`config.mk`:
```
export PLATFORM = sky130hd
export DESIGN_NAME = soc_system_pio_in
export DESIGN_NICKNAME = d
export VERILOG_FILES = /design/src/rtl/soc_system_pio_pkg.sv /design/src/rtl/soc_system_pio_sync_edge.sv /design/src/rtl/soc_system_pio_in.sv
export SDC_FILE = /design/constraint.sdc
export NUM_CORES = 1
export LEC_CHECK = 0
export ABC_CLOCK_PERIOD_IN_PS = 1800
export CAP_MARGIN = 20
export CORE_UTILIZATION = 45
export DETAILED_ROUTE_END_ITERATION = 12
export GPL_ROUTABILITY_DRIVEN = 0
export PLACE_DENSITY_LB_ADDON = 0.25
export SYNTH_ARGS = -nofsm -noshare
export SYNTH_HDL_FRONTEND = slang
export SYNTH_SLANG_ARGS = --single-unit
```
`constraint.sdc`:
```
create_clock -name clk -period 1.8 [get_ports clk]
set_input_delay 0.36 -clock clk [delete_from_list [all_inputs] [get_ports clk]]
set_output_delay 0.36 -clock clk [all_outputs]
set_load 0.02 [all_outputs]
```
`src/rtl/soc_system_pio_pkg.sv`:
```
// rtl/soc_system_pio_pkg.sv - shared constants for the PIO register blocks
package soc_system_pio_pkg;

    localparam logic [1:0] ADDR_DATA = 2'd0;
    localparam logic [1:0] ADDR_RSVD = 2'd1;
    localparam logic [1:0] ADDR_MASK = 2'd2;
    localparam logic [1:0] ADDR_EDGE = 2'd3;

    localparam int EDGE_RISING  = 0;
    localparam int EDGE_FALLING = 1;
    localparam int EDGE_ANY     = 2;

    localparam logic [1:0] WARMUP = 2'd3;

endpackage

```
`src/rtl/soc_system_pio_sync_edge.sv`:
```
// rtl/soc_system_pio_sync_edge.sv - 2-flop input synchronizer with per-bit edge select
module soc_system_pio_sync_edge
    import soc_system_pio_pkg::*;
#(
    parameter int WIDTH     = 16,
    parameter int EDGE_TYPE = EDGE_RISING
) (
    input  logic             clk,
    input  logic             reset_n,
    input  logic [WIDTH-1:0] in_port,
    output logic [WIDTH-1:0] data,
    output logic [WIDTH-1:0] edge_pulse
);

    logic [WIDTH-1:0] sync1;
    logic [WIDTH-1:0] sync2;
    logic [WIDTH-1:0] prev;
    logic [WIDTH-1:0] rise;
    logic [WIDTH-1:0] fall;

    always_ff @(posedge clk or negedge reset_n) begin
        if (!reset_n) begin
            sync1 <= '0;
            sync2 <= '0;
            prev  <= '0;
        end else begin
            sync1 <= in_port;
            sync2 <= sync1;
            prev  <= sync2;
        end
    end

    assign data = sync2;
    assign rise = sync2 & ~prev;
    assign fall = ~sync2 & prev;

    always_comb begin
        edge_pulse = '0;
        case (EDGE_TYPE)
            EDGE_RISING:  edge_pulse = rise;
            EDGE_FALLING: edge_pulse = fall;
            default:      edge_pulse = rise | fall;
        endcase
    end

endmodule

```
`src/rtl/soc_system_pio_in.sv`:
```
// rtl/soc_system_pio_in.sv - Avalon-MM input PIO with edge capture and masked irq
module soc_system_pio_in
    import soc_system_pio_pkg::*;
#(
    parameter int               WIDTH      = 16,
    parameter int               EDGE_TYPE  = EDGE_RISING,
    parameter logic [WIDTH-1:0] RESET_MASK = '0
) (
    input  logic             clk,
    input  logic             reset_n,
    input  logic [1:0]       address,
    input  logic             chipselect,
    input  logic             write_n,
    input  logic [31:0]      writedata,
    input  logic [WIDTH-1:0] in_port,
    output logic [31:0]      readdata,
    output logic             irq
);

    logic [WIDTH-1:0] data;
    logic [WIDTH-1:0] edge_pulse;
    logic [WIDTH-1:0] edge_det;
    logic [WIDTH-1:0] edge_clr;
    logic [WIDTH-1:0] edgecapture;
    logic [WIDTH-1:0] irqmask;
    logic [1:0]       warm_cnt;
    logic             wr_en;
    logic             unused_wdata;

    soc_system_pio_sync_edge #(
        .WIDTH     (WIDTH),
        .EDGE_TYPE (EDGE_TYPE)
    ) u_sync_edge (
        .clk        (clk),
        .reset_n    (reset_n),
        .in_port    (in_port),
        .data       (data),
        .edge_pulse (edge_pulse)
    );

    assign unused_wdata = ^writedata;
    assign wr_en        = chipselect & ~write_n;

    // Edges are ignored until the synchronizer has refilled after reset.
    assign edge_det = (warm_cnt == WARMUP) ? edge_pulse : '0;
    assign edge_clr = (wr_en && address == ADDR_EDGE) ? writedata[WIDTH-1:0] : '0;

    always_ff @(posedge clk or negedge reset_n) begin
        if (!reset_n) begin
            warm_cnt    <= '0;
            edgecapture <= '0;
            irqmask     <= RESET_MASK;
            irq         <= 1'b0;
        end else begin
            if (warm_cnt != WARMUP) begin
                warm_cnt <= warm_cnt + 2'd1;
            end
            edgecapture <= (edgecapture & ~edge_clr) | edge_det;
            if (wr_en && address == ADDR_MASK) begin
                irqmask <= writedata[WIDTH-1:0];
            end
            irq <= |(edgecapture & irqmask);
        end
    end

    always_comb begin
        readdata = '0;
        case (address)
            ADDR_DATA: readdata[WIDTH-1:0] = data;
            ADDR_MASK: readdata[WIDTH-1:0] = irqmask;
            ADDR_EDGE: readdata[WIDTH-1:0] = edgecapture;
            default:   readdata = '0;
        endcase
    end

endmodule
```
==> results of run 1 <==
## metrics by stage
step                      hold WS, ns  util (%)  TNS [ns]  instance area (um^2)
after floorplan                0.0644         -         0                  3290
after global placement          0.325      56.6    -15.64                  3890
after detailed placement        0.333      56.6    -15.96                  3890
after CTS                       0.353      59.7         0                  4100
after global routing            0.359      60.7  -0.00583                  4170
final                           0.352      60.7         0                  4170
## final timing paths
| path | startpoint | endpoint | slack [ns] | cells after the start |
|---|---|---|---|---|
| worst max-delay path | edgecapture[14] | readdata[14] | 0.06 | 3 |
| worst min-delay path | u_sync_edge.sync1[3] | u_sync_edge.data[3] | 0.35 | 0 |
| worst max register to register | warm_cnt[0] | edgecapture[6] | 0.39 | 4 |
| worst min register to register | u_sync_edge.sync1[3] | u_sync_edge.data[3] | 0.35 | 0 |
| max in group asynchronous | reset_n | irqmask[5] | 0.75 | 3 |
| min in group asynchronous | reset_n | u_sync_edge.prev[13] | 0.49 | 2 |
## metal layers
layer,vias to the layer above,GRT usage [%],routed length (um)
met5,-,0,0
met4,0,5.91,76
met3,7,6.86,409
met2,68,30.5,3070
met1,1015,27.2,3110
li1,918,-,-
## kinds of logic after synthesis
logic type / synth area share, %
AOI/OAI and AO/OA: 11.0
xor gates and xnor gates: 0.271
adders and majority gates: 0.387
buffers and inverters: 7.05
DFF: 64.3
muxes: 12.7
other: 0.116
and+or+nand+nor: 4.15
## area by class of cell
| cell class | instances | area (um^2) | area share (%) |
|---|---|---|---|
| Clock buffer | 10 | 138 | 3.30 |
| Clock inverter | 6 | 65.1 | 1.56 |
| Inverter | 5 | 18.8 | 0.450 |
| Multi-Input combinational cell | 122 | 988 | 23.7 |
| Sequential cell | 83 | 2080 | 49.8 |
| Tap cell | 96 | 120 | 2.88 |
| Timing Repair Buffer | 80 | 763 | 18.3 |
## power breakdown
group / internal (uW) / switching, uW
combinational: 386 / 286
sequential: 2020 / 105
clock: 675 / 674
## layout by cell type, fill, tap and decap left out
cell / instances
buf_16: 1
clkbuf_8: 10
a32o_1: 5
a22o_1: 20
o2bb2ai_1: 11
mux2_2: 23
buf_4: 20
buf_12: 4
and4bb_1: 1
buf_6: 3
conb_1: 16
bufinv_16: 1
xnor2_1: 1
clkinvlp_4: 4
clkinv_2: 1
clkdlybuf4s50_1: 35
nor2_4: 1
a221oi_1: 4
and4b_1: 1
nand2_1: 27
dlygate4sd2_1: 1
nand4_1: 1
buf_2: 14
ha_1: 1
dlygate4sd3_1: 1
mux2_4: 10
dfrtp_1: 83
bufbuf_16: 1
inv_1: 5
## cell usage after synthesis
master / instances
buf_4: 17
nor2_1: 1
nand4_1: 1
xnor2_1: 1
clkbuf_1: 1
clkbuf_2: 1
mux2_4: 10
buf_2: 3
conb_1: 1
ha_1: 1
inv_1: 5
buf_6: 3
and4bb_1: 1
dfrtp_1: 83
a32o_1: 5
a22o_1: 20
and4b_1: 1
buf_12: 1
a221oi_1: 4
buf_1: 1
nand2_1: 27
o2bb2ai_1: 11
mux2_2: 23
## repair_timing
item | CTS | global route
hold buffers | 1 | 0
gates resized for setup | 74 | 4
pin swaps | 1 | 1
setup endpoints to repair | 16 | 5
gates cloned | 2 | 0
hold endpoints to repair | 30 | 0
setup buffers | 1 | 8
## sequential cells by signal, summed over array words and instances, names as in the netlist
name / flops
u_sync_edge.data: 16
u_sync_edge.prev: 16
edgecapture: 16
u_sync_edge.sync1: 16
irq: 1
irqmask: 16
warm_cnt: 2
==> metrics.md, run 1 <==
| Metric | Value |
|---|---|
| Die height | 86.7 um |
| Worst-path clk slew | 0.08 ns |
| Post-synthesis sequential area ratio | 64.3% |
| Leak Pwr | 0.00184 uW |
| CTS tree | built |
| Count of cell types in the netlist | 23 |
| Vias | 2008 |
| Cells after synthesis | 222 |
| TritonRoute pass-1 iters | 4 |
| Warnings, synthesis | 0 |
| Ant diodes | 0 |
| CP top delay family | flip-flops |
| Final HPWL DP | 4090 um |
| Wirelength per Cell | 16.6 um |
| Routed Antenna Nets | 0 |
| Critical path arrival | 1.38 ns |
| Crit share post-route | 96.5% |
| Core area | 6870 um^2 |
| Layout cells sized above 1 | 30.4% |
| # clock sinks | 83 |
| Post-Syn Area | 3230 um^2 |
| Placed cells | 374 |
| Clock latency on the worst-skew pair | 0.35 ns |
| Fin crit period | 1.74 ns |
| TritonCTS Buffers | 9 |
| Net count, final | 356 |
| Area contributors post-synth | dfrtp_1 (64%), mux2_2 (8.0%), a22o_1 (5.4%) |
| Gr ovfl total | 0 |
| Outcome | completed |
| Layout Cells excl Fill | 402 |
| Clock Root Buffer | clkbuf_8 |
| Die width | 86.7 um |
| DIE AREA | 7520 um^2 |
| Yosys top cell by area | dfrtp_1 |
| CP cell instances | mux2_2 > a22o_1 > buf_2 |
| Fillers | 542 |
| Final worst slack | 0.0635 ns |
| CP endpoint kind | output pin |
| Number of global-route vias before repair | 2060 |
| Max Clock Skew | 0.00529 ns |
| Yosys top cell area share | 64.3% |
| CP peak stage delay | 0.40 ns |
| Cell Pwr Density | 994 nW/um^2 |
| FF+latch count, synth | 83 |
| Max cap viols | 0 |
| Overall power | 4140 uW |
| Total I/O pin count | 87 |
| Initial antenna violation count | 0 |
| Critical Path RT | 1.44 ns |
| Worst Setup Start Kind | flip-flop |
| Max Slew Vio Count | 0 |
| Synth-to-layout area growth | 29.1% |
| Buf/Inv on CP | 1 |
| Final hold violation count | 0 |
| Worst hold path class | reg2reg |
| Cell Rows | 30 |
| Final WL | 6660 um |
| Worst IR Drop VDD | 0.513 mV |
| Drt first-iter violations | 63 |
| CP max FO | 3 |
| Initial Util | 47.0% |
| RSZ-0062 raised after global routing | true |
| Detailed-route DRC error count | 0 |
| Setup-failing EPs final | 0 |
| Critical-path top delay cell | dfrtp_1 |
| H-tree levels | 3 |
| PortBufs | 54 |
| DR vias/cell | 5.00 |
| WS Path Type | reg2out |
| Synthesized area per cell | 14.5 um^2 |
| CTS max path bufs | 2 |
| First-pass GRT wire length | 10800 um |
| GR Util All Layers | 20.0% |
| Post-placement setup slack | -0.751 ns |
| Largest net degree at the start of global routing | 39 |
| Peak Freq | 576 MHz |
Power figures use the tool's default switching activity.
==> run 2: changes to the inputs <==
--- a/config.mk
+++ b/config.mk
@@ -11,6 +11,7 @@
 export DETAILED_ROUTE_END_ITERATION = 12
 export GPL_ROUTABILITY_DRIVEN = 0
 export PLACE_DENSITY_LB_ADDON = 0.25
+export SLEW_MARGIN = 20
 export SYNTH_ARGS = -nofsm -noshare
 export SYNTH_HDL_FRONTEND = slang
 export SYNTH_SLANG_ARGS = --single-unit
==> results of run 2 <==
Final layout, timing and power as in run 1 (identical DEF).
==> run 3: changes to the inputs <==
--- a/config.mk
+++ b/config.mk
@@ -11,6 +11,7 @@
 export DETAILED_ROUTE_END_ITERATION = 12
 export GPL_ROUTABILITY_DRIVEN = 0
 export PLACE_DENSITY_LB_ADDON = 0.25
+export REMOVE_ABC_BUFFERS = 1
 export SLEW_MARGIN = 20
 export SYNTH_ARGS = -nofsm -noshare
 export SYNTH_HDL_FRONTEND = slang
==> metrics.md, run 3 (synthesis results as in run 1) <==
| Metric | Value |
|---|---|
| CTS max path bufs | 2 (unchanged) |
| Cell Pwr Density | 985 nW/um^2 (-0.85%) |
| Core area | 6870 um^2 (unchanged) |
| CTS tree | built |
| Min-Delay Endpoint | u_sync_edge.data[7] |
| Overall power | 3970 uW (-4.3%) |
| Worst R2R Start | irqmask[10] |
| Worst-path clk slew | 0.07 ns (about the same) |
| Initial Util | 47.0% (unchanged) |
| Capturing point of the worst reg2reg path | irq |
| Most frequent cells in the layout | dfrtp_1 (83), clkdlybuf4s50_1 (35), nand2_1 (27) |
| Worst hold path class | reg2reg |
| Drt first-iter violations | 100 (+59%) |
| DR vias/cell | 4.89 (-2.1%) |
| Leak Pwr | 0.00178 uW (-3.2%) |
| Detailed-route DRC error count | 0 (unchanged) |
| Ant diodes | 0 (unchanged) |
| Max Clock Skew | 0.0125 ns (+0.00720 ns) |
| Synth-to-layout area growth | 24.7% |
| Largest net degree at the start of global routing | 59 (+51%) |
| Worst hold margin | 0.349 ns (-0.00297 ns) |
| DIE AREA | 7520 um^2 (unchanged) |
| Wirelength per Cell | 15.8 um (-4.5%) |
| Worst reg-to-reg path cell count | 4 (unchanged) |
| H-tree levels | 3 (unchanged) |
| Clock Root Buffer | clkbuf_8 |
| Die height | 86.7 um (unchanged) |
| Leading cell type in the layout, fill and taps excluded | dfrtp_1 |
| Routed Antenna Nets | 0 (unchanged) |
| Final worst slack | 0.0487 ns (-0.0148 ns) |
| GR Util All Layers | 17.8% (-2.2 points) |
| Max Slew Vio Count | 0 (unchanged) |
| Vias | 1912 (-4.8%) |
| Hold Path Depth | 0 (unchanged) |
| Final hold violation count | 0 (unchanged) |
| Layout Cells excl Fill | 391 (-2.7%) |
| Crit share post-route | 97.3% (+0.82 points) |
| TritonCTS Buffers | 9 (unchanged) |
| Post-placement setup slack | -0.714 ns (+0.0370 ns) |
| RSZ-0062 raised after global routing | false |
| Total I/O pin count | 87 (unchanged) |
| Critical path arrival | 1.39 ns (about the same) |
| CP endpoint kind | output pin |
| HP Start | u_sync_edge.sync1[7] |
| First-pass GRT wire length | 9670 um (-11%) |
| Die width | 86.7 um (unchanged) |
| Cell Rows | 30 (unchanged) |
| PortBufs | 54 (unchanged) |
| WS Path Type | in2out |
| Net count, final | 346 (-2.8%) |
| Peak Freq | 571 MHz (-0.84%) |
| Setup-failing EPs final | 0 (unchanged) |
| Layout cells sized above 1 | 27.5% (-2.9 points) |
| Final WL | 6190 um (-7.1%) |
| Initial antenna violation count | 0 (unchanged) |
| Worst IR Drop VDD | 0.609 mV (+19%) |
| Final HPWL DP | 4010 um (-1.9%) |
| Fin crit period | 1.75 ns (+0.0148 ns) |
| Gr ovfl total | 0 (unchanged) |
| Max cap viols | 0 (unchanged) |
| Number of global-route vias before repair | 1906 (-7.5%) |
| R2R Setup Slk | 0.42 ns (+0.03 ns) |
| Placed cells | 374 (unchanged) |
| Critical Path RT | 1.44 ns (about the same) |
| TritonRoute pass-1 iters | 4 (unchanged) |
| Fillers | 565 (+4.2%) |
| Outcome | completed |
| Worst Setup Start Kind | primary input |
| CP max FO | 10 (+7) |
| # clock sinks | 83 (unchanged) |
| Clock latency on the worst-skew pair | 0.34 ns (about the same) |
## run 3: cell types whose count changed in the layout (fill, tap and decap cells not counted), sizes merged
| cell | delta |
|---|---|
| bufinv | -1 |
| clkinv | +1 |
| bufbuf | -1 |
| clkinvlp | -4 |
| buf | -9 |
| clkbuf | +3 |
## run 3: how the worst max path moves through the flow
stage,end,cells past startpoint,start
floorplan,readdata[0],2,address[1]
global placement,readdata[3],5,address[0]
detailed placement,readdata[3],5,address[0]
CTS,readdata[3],3,edgecapture[3]
global route,readdata[3],3,edgecapture[3]
finish,readdata[3],5,address[0]
## run 3: power by group
group	internal, uW	total [uW]	leakage [uW]	switching (uW)
sequential	2020	2120	0.000926	102
clock	604	1210	0.0000953	610
combinational	353	631	0.000763	278
total	2980	3970	0.00178	991
## run 3: worst max-delay path: stages
cell and delay (ns):
buf_2 0.16, buf_12 0.15, mux2_2 0.34, a22o_1 0.22
buf_2 0.15
## run 3: per-stage QoR
stage          cell area, um^2  util, %  TNS [ns]
2_1_floorplan             3080        -         0
5_1_grt                   4030     58.6         0
6_report                  4030     58.6         0
3_5_place_dp              3880     56.4    -15.54
4_1_cts                   4030     58.6         0
3_3_place_gp              3880     56.4    -15.43
## run 3: area by class of cell
class,count,area [um^2],share of cell area (%)
flip-flops and latches,83,2080,51.6
multi-input cells,122,988,24.5
repair buffers,70,643,16.0
clock buffers,13,169,4.20
well taps,96,120,2.98
inverters,5,18.8,0.466
clock inverters,2,10.0,0.249
## run 3: what timing repair did
item | 4_1_cts | 5_1_grt
gates resized for setup | 76 | 0
hold buffers | 1 | 0
setup endpoints to repair | 16 | 0
setup buffers | 0 | 0
endpoints found under the hold margin | 25 | 0
## run 3: routing by layer
| metal | part of all wire, % | vias up | wire length, um | track usage, % |
|---|---|---|---|---|
| li1 | - | 897 | - | - |
| met1 | 49 | 958 | 3030 | 25.3 |
| met2 | 46 | 48 | 2860 | 26.3 |
| met3 | 3.2 | 9 | 199 | 3.24 |
| met4 | 1.6 | 0 | 97 | 8.94 |
| met5 | 0 | - | 0 | 0 |
